[config.mk]
export PLATFORM = sky130hd
export DESIGN_NAME = serial_cmp_sel
export DESIGN_NICKNAME = d
export VERILOG_FILES = /design/src/rtl/serial_cmp_pkg.sv /design/src/rtl/serial_cmp_lane.sv /design/src/rtl/serial_cmp_sel.sv
export SDC_FILE = /design/constraint.sdc
export NUM_CORES = 1
export LEC_CHECK = 0
export CORE_UTILIZATION = 43
export CTS_CLUSTER_DIAMETER = 60
export CTS_CLUSTER_SIZE = 10
export DETAILED_ROUTE_END_ITERATION = 8
export PLACE_DENSITY = 0.74
export SYNTH_ARGS = -nofsm -noshare
export SYNTH_HDL_FRONTEND = slang
export SYNTH_SLANG_ARGS = --single-unit
[constraint.sdc]
create_clock -name clk -period 2.2 [get_ports clk]
set_clock_uncertainty 0.05 [all_clocks]
set_input_delay 0.33 -clock clk [delete_from_list [all_inputs] [get_ports clk]]
set_output_delay 0.33 -clock clk [all_outputs]
set_load 0.02 [all_outputs]
[src/rtl/serial_cmp_pkg.sv]
// Shared verdict encodings for the bit-serial comparator lanes.
package serial_cmp_pkg;

    typedef logic [1:0] cmp_state_t;

    localparam cmp_state_t SAME      = 2'b00;
    localparam cmp_state_t A_GREATER = 2'b01;
    localparam cmp_state_t B_GREATER = 2'b10;

endpackage

[src/rtl/serial_cmp_lane.sv]
// One comparator lane: MSB-first verdict register plus selection of the
// larger/smaller operand bit for the current beat.
module serial_cmp_lane
    import serial_cmp_pkg::*;
(
    input  logic       clk,
    input  logic       reset,
    input  logic       ai,
    input  logic       bi,
    input  logic       accept,
    input  logic       first_bit,
    input  logic       sign_bit,
    input  logic       sel_min,
    output cmp_state_t state,
    output cmp_state_t next_state,
    output logic       out_bit
);

    cmp_state_t state_q;
    cmp_state_t state_d;
    cmp_state_t eval_from;
    cmp_state_t eval_state;

    always_comb begin
        // A frame's first beat ignores whatever verdict the previous frame left.
        eval_from  = first_bit ? SAME : state_q;
        eval_state = eval_from;
        if ((eval_from == SAME) && (ai != bi)) begin
            // On a two's-complement sign bit a set bit means the smaller value.
            if (ai ^ sign_bit) begin
                eval_state = A_GREATER;
            end else begin
                eval_state = B_GREATER;
            end
        end

        state_d = accept ? eval_state : state_q;

        case (eval_state)
            A_GREATER: out_bit = sel_min ? bi : ai;
            B_GREATER: out_bit = sel_min ? ai : bi;
            default:   out_bit = ai;
        endcase
    end

    always_ff @(posedge clk) begin
        if (!reset) begin
            state_q <= SAME;
        end else begin
            state_q <= state_d;
        end
    end

    assign state      = state_q;
    assign next_state = state_d;

endmodule

[src/rtl/serial_cmp_sel.sv]
// Multi-lane bit-serial MSB-first magnitude comparator/selector with framing,
// min/max selection, signed mode, per-frame verdicts and framing errors.
module serial_cmp_sel
    import serial_cmp_pkg::*;
#(
    parameter int N_LANES = 4,
    parameter int W       = 8,
    parameter int SIGNED  = 0
) (
    input  logic                   clk,
    input  logic                   reset,
    input  logic                   in_valid,
    input  logic                   sof,
    input  logic                   mode_min,
    input  logic [N_LANES-1:0]     ai,
    input  logic [N_LANES-1:0]     bi,
    output logic [N_LANES-1:0]     out,
    output logic                   out_valid,
    output logic                   done,
    output logic [2*N_LANES-1:0]   result,
    output logic                   frame_err,
    output logic [2*N_LANES-1:0]   dbg_state
);

    localparam int             CW       = $clog2(W);
    localparam logic [CW-1:0]  LAST_IDX = CW'(W - 1);

    logic [CW-1:0]          cnt_q, cnt_d;
    logic                   active_q, active_d;
    logic                   mode_q, mode_d;
    logic [N_LANES-1:0]     out_q, out_d;
    logic                   out_valid_q, out_valid_d;
    logic                   done_q, done_d;
    logic [2*N_LANES-1:0]   result_q, result_d;
    logic                   frame_err_q, frame_err_d;

    logic                   sof_beat;
    logic                   accept;
    logic [CW-1:0]          bit_idx;
    logic                   last_beat;
    logic                   sel_min;
    logic                   sign_bit;
    logic [N_LANES-1:0]     lane_out;
    logic [2*N_LANES-1:0]   lane_next;
    logic [2*N_LANES-1:0]   lane_state;

    for (genvar k = 0; k < N_LANES; k++) begin : g_lane
        serial_cmp_lane u_lane (
            .clk        (clk),
            .reset      (reset),
            .ai         (ai[k]),
            .bi         (bi[k]),
            .accept     (accept),
            .first_bit  (sof_beat),
            .sign_bit   (sign_bit),
            .sel_min    (sel_min),
            .state      (lane_state[2*k +: 2]),
            .next_state (lane_next[2*k +: 2]),
            .out_bit    (lane_out[k])
        );
    end

    always_comb begin
        sof_beat  = in_valid & sof;
        accept    = in_valid & (sof | active_q);
        bit_idx   = sof ? '0 : cnt_q;
        last_beat = accept && (bit_idx == LAST_IDX);
        // The sof beat already obeys the mode it carries.
        sel_min   = sof_beat ? mode_min : mode_q;
        sign_bit  = (SIGNED != 0) && (bit_idx == '0);

        cnt_d    = cnt_q;
        active_d = active_q;
        mode_d   = mode_q;
        if (sof_beat) begin
            mode_d = mode_min;
        end
        if (accept) begin
            cnt_d    = last_beat ? '0 : bit_idx + CW'(1);
            active_d = !last_beat;
        end

        out_valid_d = accept;
        out_d       = accept ? lane_out : out_q;
        done_d      = last_beat;
        result_d    = last_beat ? lane_next : result_q;
        // Active implies a nonzero index, so sof here always aborts a frame.
        frame_err_d = in_valid & ((sof & active_q) | (~sof & ~active_q));
    end

    always_ff @(posedge clk) begin
        if (!reset) begin
            cnt_q       <= '0;
            active_q    <= 1'b0;
            mode_q      <= 1'b0;
            out_q       <= '0;
            out_valid_q <= 1'b0;
            done_q      <= 1'b0;
            result_q    <= '0;
            frame_err_q <= 1'b0;
        end else begin
            cnt_q       <= cnt_d;
            active_q    <= active_d;
            mode_q      <= mode_d;
            out_q       <= out_d;
            out_valid_q <= out_valid_d;
            done_q      <= done_d;
            result_q    <= result_d;
            frame_err_q <= frame_err_d;
        end
    end

    assign out       = out_q;
    assign out_valid = out_valid_q;
    assign done      = done_q;
    assign result    = result_q;
    assign frame_err = frame_err_q;
    assign dbg_state = lane_state;

endmodule

; ---- Yosys cells after proc, flatten, opt, wreduce, memory -nomap -nowiden
; Cells that the tools add are included.
[word_totals]
word_cells = 76
regBits = 28
output_inout_bits = 23
in_bits = 13
[classes]
n_eq_ne = 13
n_reduce_logical = 10
mux = 31
n_bitwise = 9
n_addsub = 1
[op_table]
columns = op, n
row1 = 2-bit two-way mux, 16
row2 = 1-bit two-way mux, 9
row3 = 2-bit by 1-bit == test with 1-bit output (second input constant), 4
row4 = 2-bit == test (second input constant), 4
row5 = 2-bit zero test, 4
row6 = 1-bit one-hot mux with 2 select lines, 4
row7 = 3-bit two-way mux, 2
row8 = 1-bit bitwise AND, 5
row9 = 1-bit logical AND, 5
row10 = 1-bit != test, 4
row11 = 3-bit by 1-bit adder with 3-bit output (second input constant), 1
row12 = 3-bit == test (second input constant), 1
row13 = 1-bit NOT, 2
row14 = 1-bit OR, 2
row15 = 1-bit zero test, 1

; ---- Logic depth before layout (Yosys ltp)
; Gate-level depths: netlist (run 1).
[logic_depth]
depth_word = 7
ltp_mapped = 9
mapped_depth_nobuf = 9

; ---- By module
; Synthesis (run 1) repeated with hierarchy kept, for this count alone.
[unflattened]
hier_cells = 223
area_unflattened_um2 = 1839.3
[modules_own_cells]
columns = module, n_inst, seq_area_each_um2, cells_each, area_each_um2
row1 = serial_cmp_lane, 4, 40.0, 33, 259.0
row2 = serial_cmp_sel, 1, 400.4, 91, 803.3

; ---- Worst setup path before layout (run 1)
; OpenSTA, ideal clock, no wires.
[synth_timing]
path_type = input port to flip-flop
start = input port in_valid
end = register out_q[1], in the netlist out[1]
required_time_ns = 2.069
path_stages = 7
arrival_ns = 2.110
path_buffers = 1
setup_ns = 0.081
path_slack_ns = -0.041
cell_sequence = nand2_1 -> clkbuf_1 -> nand2_1 -> a32oi_1 -> ha_1 -> or4b_1 -> a41oi_1
[synth_between]
elab_chain_len = 7
elab_cells_between_ends = 12
cone_classes = eq/ne (2) / mux (6) / bitwise (2) / reduce/logical (2)
[synth_rtl]
columns = item, line_no
row1 = "start, declared", serial_cmp_sel.sv:12  ; input logic in_valid,
row2 = 1-bit bitwise AND, serial_cmp_sel.sv:64  ; sof_beat = in_valid & sof;
row3 = 2-bit two-way mux, serial_cmp_lane.sv:26  ; eval_from = first_bit ? SAME : state_q;
row4 = 2-bit zero test, serial_cmp_lane.sv:28  ; if ((eval_from == SAME) && (ai != bi)) begin
row5 = 1-bit logical AND, serial_cmp_lane.sv:28
row6 = 2-bit two-way mux, serial_cmp_lane.sv:28
row7 = 2-bit == test / 2-bit by 1-bit == test with 1-bit output (equally long branches), serial_cmp_lane.sv:39  ; case (eval_state)
row8 = 1-bit one-hot mux with 2 select lines, serial_cmp_lane.sv:39
row9 = "end signal, assigned", serial_cmp_sel.sv:105  ; out_q <= out_d;
row10 = "end, declared", serial_cmp_sel.sv:31  ; logic [N_LANES-1:0] out_q, out_d;
; Several ways; a longest one is shown, not always the timed one.
; A chain may end at the register's enable or synchronous reset.

; ---- Worst setup path after layout (run 1)
[layout_timing]
start = input port in_valid
end = register out_q[0], in the netlist out[0]
; The elaborated chain is that of the path after synthesis.

==> out/metrics.yaml, run 1 <==
timing_worst_setup_path_type: "in -> reg"
setup_viol: 1
period_needed_ns: 2.215
area_growth_pct: 46.38
portBuffers: 35
final_common_cell: "clkdlybuf4s50_1"
clock_latency_ns: 0.34
slew_viol_final: 0
grt_pass1_wl_um: 6196
dr.pass1.iters: 4
synth_ff_type: "dfxtp_1"
wl_per_cell_um: 14.84
violations: "setup timing"
period_share_pct: 100.7
synth_seq_area_share_pct: 39.06
grt_start_max_net_pins: 28
required_ns: 2.42
cts_tree: "done"
p_comb_share_pct: 28.0
seqPwrFrac_pct: 44.3
cp_max_fo: 16
std_cell_rows: 20
yosysUniqueCellTypes: 28
nNetsFinal: 239
p_leak_nw: 0.8308
critPathLaunchType: "primary input"
avgViaCountPerCell: 5.550
wirelength_um: 3829
total_power_mw: 1.250
grt_use_total_pct: 23.14
ys_ff_latch: 28
max_freq_mhz: 451.5
drtIter0Drc: 59
worst_pin_slew_ns: 0.5816
die_w_um: 59.77
drv_cap: 0
netlist_area_mm2: 0.001435
crit_path_end_kind: "flop"
async_reset_ff_share_pct: 0
drc: 0
start_util_pct: 46.25
root_buffer: "clkbuf_4"
hold_path.class: "reg -> reg"
pwr-share-clk_pct: 27.7
yosysWarnings: 0
synth_edf_count: 0
num_vias: 1432
core_region_area_mm2: 0.003103
grt_pass1_vias: 1421
synth_cells: 163
clk_pin_slew_ns: 0.15
layout_common_cells: "clkdlybuf4s50_1, dfxtp_1, nor2_1"
h-tree-depth: 1
pin_count: 36
synth_fp_nets: 187
outcome: "complete, but fails checks"
power_switching_share_pct: 28.54
power.switching_mw: 0.3566
grt_overflow_total: 0
ant_nets: 0
clock_path_buffers: 2
clkSinkCount: 28
diodes: 0
avgSynthCellArea_um2: 8.804
dp_hpwl_um: 2778
place_congestion: 0.8585
antenna_found_initial: 0
cts_setup_buffers: 0
power_density_mw_per_mm2: 594.9
slew_headroom_pct: 61.23
n_fill_cell: 275
die_area_mm2: 0.003572
arrival_ns: 2.44
fin_ws_ns: -0.01485
cts_buffers: 3
drive_gt1_share_pct: 20.09
final_hold_viol_count: 0
ir_worst_vdd_mv: 0.3541
fin_util_pct: 67.70
internal_power_mw: 0.8932
dieHeight_um: 59.77
==> kinds of logic (layout without fill, tap and decap cells) <==
group | after synthesis | after routing | share of synthesized area [%]
and+or+nand+nor | 51 | 51 | 20.23
AOI/OAI and AO/OA | 49 | 49 | 24.06
DFF | 28 | 28 | 39.06
buffers and inverters | 24 | 75 | 7.061
adders and majority gates | 11 | 11 | 9.590
==> synth_stat cells, types with 2 or more instances <==
library cell / number / share of area [%]
o21ai_0: 8 / 2.8
nor2_1: 22 / 5.8
buf_2: 3 / 1.0
nand3b_1: 2 / 1.0
o311ai_0: 4 / 2.4
nand2_1: 7 / 1.8
nand4b_1: 4 / 2.4
and2b_2: 3 / 1.8
a41oi_1: 4 / 2.4
clkbuf_1: 5 / 1.3
a32oi_1: 4 / 2.4
a211oi_1: 21 / 11
inv_1: 15 / 3.9
ha_1: 11 / 9.6
a21oi_1: 7 / 2.4
or4b_1: 4 / 2.8
dfxtp_1: 28 / 39
==> what timing repair did <==
| action | CTS | global route |
|---|---|---|
| gates cloned | 0 | 0 |
| gates resized for setup | 3 | 14 |
| setup endpoints to repair | 1 | 4 |
| hold buffers | 0 | 0 |
==> path summary, 6_finish.rpt <==
| check | start | to | slack [ns] | cells past startpoint |
|---|---|---|---|---|
| worst max register to register | g_lane[0].u_lane.state[0] | out[0] | 0.31 | 6 |
| worst max-delay path | in_valid | out[0] | -0.01 | 9 |
| worst min-delay path | cnt_q[1] | cnt_q[1] | 0.42 | 2 |
| worst min register to register | cnt_q[1] | cnt_q[1] | 0.42 | 2 |
==> sequential cells by signal (all words and copies together), names as in the netlist <==
signal               flops
active_q                 1
cnt_q                    3
done                     1
frame_err                1
g_lane.u_lane.state      8
mode_q                   1
out                      4
out_valid                1
result                   8
==> cell type report <==
class	instances	area [um^2]	area share, %
Multi-Input combinational cell	111	855.8	40.74
Tap cell	44	55.05	2.621
Clock buffer	3	22.52	1.072
Timing Repair Buffer	56	520.5	24.78
Inverter	15	56.30	2.680
Clock inverter	1	30.03	1.429
Sequential cell	28	560.5	26.68
==> worst max-delay path, stage by stage <==
cell and delay [ns]:
clkdlybuf4s50_1 0.50, nand2_2 0.08, buf_12 0.15, a211oi_1 0.24, a21oi_1 0.08, inv_1 0.07
ha_1 0.23, or4b_1 0.54, a41oi_2 0.19
==> power groups by stage <==
stage / clock, mW / sequential [mW] / combinational [mW]
finish: 0.347 / 0.553 / 0.350
global route: 0.378 / 0.557 / 0.381
CTS: 0.349 / 0.552 / 0.323
detailed placement: 0 / 0.562 / 0.317
global placement: 0 / 0.561 / 0.305
floorplan: 0 / 0.584 / 0.140
==> through the flow <==
stage               instance area (um^2)  std cells  setup slack, ns   TNS, ns  hold slack [ns]
floorplan                           1436        163          0.04566         0           0.3780
global placement                    1966        254          -0.3044    -2.253           0.3873
detailed placement                  1966        254          -0.4201    -3.090           0.3990
CTS                                 2034        258         0.007190         0           0.4184
global route                        2101        258         -0.02384  -0.04990           0.4693
finish                              2101        258         -0.01485  -0.01485           0.4182
==> per-layer routing <==
| layer | track usage, % | wire (um) | vias to the layer above |
|---|---|---|---|
| met5 | 0 | 0 | - |
| met4 | 12.62 | 76 | 0 |
| met3 | 3.247 | 149 | 8 |
| met2 | 38.25 | 1932 | 38 |
| met1 | 28.86 | 1671 | 690 |
| li1 | - | - | 696 |
(Power assumes the default switching activity.)
==> inputs of run 2 (changes only) <==
--- a/config.mk
+++ b/config.mk
@@ -5,11 +5,13 @@
 export SDC_FILE = /design/constraint.sdc
 export NUM_CORES = 1
 export LEC_CHECK = 0
-export CORE_UTILIZATION = 43
+export CAP_MARGIN = 20
+export CORE_UTILIZATION = 50
 export CTS_CLUSTER_DIAMETER = 60
 export CTS_CLUSTER_SIZE = 10
 export DETAILED_ROUTE_END_ITERATION = 8
-export PLACE_DENSITY = 0.74
+export DONT_BUFFER_PORTS = 1
+export PLACE_DENSITY = 0.68
 export SYNTH_ARGS = -nofsm -noshare
 export SYNTH_HDL_FRONTEND = slang
 export SYNTH_SLANG_ARGS = --single-unit
==> out/metrics.yaml, run 2 (same netlist as run 1, synthesis figures left out) <==
outcome: "complete, no violations"
die_area_mm2: 0.003089
cts_setup_buffers: 0
arrival_ns: 2.17
ir_worst_vdd_mv: 0.4692
slowest_delay_ns: 0.52
start_util_pct: 52.49
area_growth_pct: 12.64
grt_pass1_vias: 1258
h-tree-depth: 1
placed_area_mm2: 0.001564
cts_buffers: 3
avgViaCountPerCell: 6.014
wirelength_um: 3248
die_w_um: 55.58
clkSinkCount: 28
timing_worst_setup_path_type: "reg -> reg"
setup_viol: 0
post_cts_resized: 0
nNetsFinal: 201
slew_viol_final: 0
n_fill_cell: 247
clock_latency_ns: 0.33
portBuffers: 0
grt_overflow_total: 0
path_cells: "a211oi_1 -> a21oi_1 -> inv_1 -> ha_1 -> or4b_1 -> a41oi_1"
grt_pass1_wl_um: 5568
num_vias: 1245
final_hold_viol_count: 0
place_congestion: 0.7982
stdcell_area_mm2: 0.001617
worst_pin_slew_ns: 0.6723
drive_gt1_share_pct: 15.91
p_leak_nw: 0.6725
cp_max_fo: 4
cp_top_family: "compound AO/OA/AOI/OAI gates"
power_density_mw_per_mm2: 697.2
worst_path_max_delay_cell: "or4b_1"
dieHeight_um: 55.58
clk_pin_slew_ns: 0.15
clock_path_buffers: 2
required_ns: 2.41
antenna_found_initial: 0
std_cell_rows: 19
drc: 0
period_needed_ns: 1.959
wl_per_cell_um: 15.69
final_common_cell: "dfxtp_1"
drtIter0Drc: 37
period_share_pct: 89.04
diodes: 0
path_buf_inv: 1
hold_path.class: "in -> reg"
grt_setup_unrepaired: "false"
dr.pass1.iters: 6
drv_cap: 0
crit_path_end_kind: "flop"
cts_hold_buf: 0
setup-tns-final_ns: 0
grt_start_max_net_pins: 28
pin_count: 36
grt_use_total_pct: 22.73
layout_common_cells: "dfxtp_1, nor2_1, a211oi_1"
root_buffer: "clkbuf_4"
ant_nets: 0
critPathLaunchType: "flop"
dp_hpwl_um: 2440
cts_tree: "done"
core_region_area_mm2: 0.002734
slew_headroom_pct: 55.13
max_freq_mhz: 510.5
total_power_mw: 1.127
==> run 2: changes by cell type in the layout (fill, tap and decap cells not counted), moves of 2 or more <==
| cell | previous run | this run |
|---|---|---|
| a211oi_1 | 18 | 21 |
| or4b_1 | 2 | 4 |
| o311ai_0 | 1 | 4 |
| buf_4 | 20 | 18 |
| clkdlybuf4s50_1 | 35 | 0 |
| a211oi_2 | 2 | 0 |
| o311ai_1 | 2 | 0 |
| a41oi_2 | 3 | 0 |
| or4b_4 | 2 | 0 |
| a41oi_1 | 1 | 4 |
==> run 2: final cells by class <==
class                           instances  area (um^2)  share of cell area, %
Tap cell                               31        38.79                  2.399
Multi-Input combinational cell        111        773.2                  47.83
Clock inverter                          1        30.03                  1.858
Timing Repair Buffer                   18        135.1                  8.359
Clock buffer                            3        22.52                  1.393
Inverter                               15        56.30                  3.483
Sequential cell                        28        560.5                  34.67
==> run 2: power by group <==
group	switching, mW	total, mW	leakage, nW	internal (mW)
Combinational	0.131	0.232	0.415	0.101
Sequential	0.0259	0.558	0.229	0.533
Clock	0.153	0.337	0.0279	0.184
Total	0.309	1.13	0.672	0.818
==> run 2: metrics by stage <==
step	util [%]	setup WS (ns)	hold slack, ns	std cells
floorplan	-	0.04566	0.3780	163
global route	59.13	0.06393	0.05050	207
detailed placement	57.21	0.005400	0.3997	203
CTS	59.13	0.2342	0.06120	207
finish	59.13	0.2411	0.07257	207
global placement	57.21	0.1015	0.3912	203
==> run 2: final timing paths <==
check / from / to / slack, ns / cells after the start
worst min register to register: cnt_q[2] / cnt_q[2] / 0.42 / 2
worst min-delay path: reset / out[3] / 0.07 / 2
worst max register to register: g_lane[0].u_lane.state[0] / out[0] / 0.24 / 6
worst max-delay path: g_lane[0].u_lane.state[0] / out[0] / 0.24 / 6
==> run 2: metal layers <==
metal  track usage (%)  vias up  routed length [um]
met4             10.71        0                  74
met1             25.26      587                1373
li1                  -      621                   -
met3             5.581        9                 148
met5                 0        -                   0
met2             40.45       28                1652
==> inputs of run 3 (changes only) <==
--- a/config.mk
+++ b/config.mk
@@ -14,4 +14,5 @@
 export PLACE_DENSITY = 0.68
 export SYNTH_ARGS = -nofsm -noshare
 export SYNTH_HDL_FRONTEND = slang
+export SYNTH_HIERARCHICAL = 1
 export SYNTH_SLANG_ARGS = --single-unit
==> out/metrics.yaml, run 3 <==
pre_cts_slack_ns: 0.1257
critPathMostFrequentCell: "o21ai_0"
netlist_area_mm2: 0.001839
grt_pass1_vias: 1563
clkSinkCount: 28
power_switching_share_pct: 28.74
nNetsFinal: 275
worstSetupEndpoint: "out[1]"
fin_hold_ws_ns: 0.1227
p_leak_nw: 0.8508
clock_path_buffers: 2
cp-startpoint: "g_lane[1].u_lane/state[1]"
wl_per_cell_um: 13.51
drtIter0Drc: 136
timing.rr.start: "g_lane[1].u_lane/state[1]"
max_freq_mhz: 542.0
ir_worst_vdd_mv: 0.2009
worst_path_max_delay_cell: "dfxtp_1"
yosysUniqueCellTypes: 33
avgSynthCellArea_um2: 8.248
power.switching_mw: 0.3030
yosysMostFrequentCell: "nand2_1"
met2_length_um: 1993
grt_use_total_pct: 21.94
cts_setup_buffers: 0
fin_ws_ns: 0.3549
die_w_um: 62.65
drive_gt1_share_pct: 9.237
num_vias: 1644
post_cts_resized: 0
core_region_area_mm2: 0.003442
grt_pass1_wl_um: 7031
root_buffer: "clkbuf_8"
cp_top_family: "flip-flops"
ys_ff_latch: 28
drc: 0
worstReg2RegEnd: "out[1]"
path_buf_inv: 0
yosys-top-cells-area: "dfxtp_1, ha_1, nand2b_1"
hold_path.class: "in -> reg"
synth_cells: 223
place_congestion: 0.8501
clock_latency_ns: 0.27
ant_nets: 0
area_growth_pct: 10.68
grt_setup_unrepaired: "false"
final_common_cell: "nand2_1"
antenna_found_initial: 0
cts_hold_buf: 0
pin_count: 36
start_util_pct: 53.44
wirelength_um: 3984
setup_viol: 0
die_area_mm2: 0.003925
rrSetupSlack_ns: 0.35
ff2ff_path_depth: 8
cp.depth: 8
drv_cap: 0
dieHeight_um: 62.65
dpl.cell_count: 292
fin_util_pct: 59.14
wl_met1_um: 1862
min_from: "reset"
cts_tree: "done"
timing_worst_setup_path_type: "reg -> reg"
arrival_ns: 1.96
period_share_pct: 83.87
yosysWarnings: 6
slowest_delay_ns: 0.54
slew_headroom_pct: 65.81
layout_common_cells: "nand2_1, dfxtp_1, nand3_1, conb_1, nand2b_1"
yosys.area.top_type: "dfxtp_1"
diodes: 0
final_hold_viol_count: 0
internal_power_mw: 0.7514
seqPwrFrac_pct: 52.3
pwr-share-clk_pct: 26.8
wl_met3_um: 100
grt_overflow_total: 0
highest_layer: "met4"
period_needed_ns: 1.845
outcome: "complete, no violations"
cts_buffers: 3
critPathLaunchType: "flop"
grt_start_max_net_pins: 41
synth_top_area_share_pct: 30.48
std_cell_rows: 21
synthTopCellsByCount: "nand2_1, dfxtp_1, nand3_1"
synth_ff_type: "dfxtp_1"
slew_viol_final: 0
power_density_mw_per_mm2: 517.9
portBuffers: 0
dr.pass1.iters: 4
instances_no_fill: 295
required_ns: 2.31
avgViaCountPerCell: 5.573
n_fill_cell: 327
worst_pin_slew_ns: 0.5123
path_cells: "and2b_1 -> o21ai_1 -> ha_1 -> mux2_2 -> o21ai_0 -> o21ai_0 -> nand2_1 -> a21boi_1"
crit_path_end_kind: "flop"
async_reset_ff_share_pct: 0
setup-tns-final_ns: 0
dp_hpwl_um: 2913
h-tree-depth: 1
synth_edf_count: 0
synth_seq_area_share_pct: 30.48
p_comb_share_pct: 20.9
cp_max_fo: 5
clk_pin_slew_ns: 0.10
[run 3: how the worst min path moves through the flow]
stage | cells past startpoint | endpoint | slack, ns
after floorplan | 2 | cnt_q[1] | 0.38
after global placement | 2 | cnt_q[1] | 0.39
after detailed placement | 2 | cnt_q[1] | 0.39
after CTS | 1 | out_valid | 0.12
after global routing | 1 | out_valid | 0.11
final | 1 | out_valid | 0.12
[run 3: worst register-to-register path, cell delays in order, from the launching register on]
cell and delay, ns:
dfxtp_1 0.54, and2b_1 0.23, o21ai_1 0.09, ha_1 0.21, mux2_2 0.26, o21ai_0 0.13
o21ai_0 0.10, nand2_1 0.07, a21boi_1 0.07
[run 3: layout make-up]
class	count	area [um^2]	share of cell area, %
Inverter	4	15.01	0.7376
Clock buffer	3	41.29	2.028
Tap cell	46	57.56	2.827
Multi-Input combinational cell	209	1324	65.03
Timing Repair Buffer	5	37.54	1.844
Sequential cell	28	560.5	27.54
[run 3: cells by family after synthesis]
kind of cell / Yosys count / synth area share (%)
fa+ha+maj: 11 / 7.483
flops: 28 / 30.48
buf+inv: 9 / 2.244
compound gates: 64 / 24.76
other cells: 1 / 0.2039
simple gates: 101 / 29.39
mux: 9 / 5.442
[run 3: metal layers]
layer	vias to the layer above	global-route usage [%]
met3	2	2.920
met4	0	6.977
met1	764	27.10
met5	-	0
met2	28	38.99
li1	850	-
[run 3: stage by stage]
step           area, um^2  total power, mW
2_1_floorplan        1926           0.7439
3_3_place_gp         1994           0.7776
3_5_place_dp         1994           0.7793
4_1_cts              2036            1.063
5_1_grt              2036            1.112
6_report             2036            1.054
[run 3: power by group through the flow]
stage / Combinational [mW] / Sequential, mW / Clock, mW
after floorplan: 0.178 / 0.566 / 0
after global placement: 0.214 / 0.563 / 0
after detailed placement: 0.216 / 0.563 / 0
after CTS: 0.218 / 0.552 / 0.293
after global routing: 0.253 / 0.554 / 0.305
final: 0.220 / 0.551 / 0.283
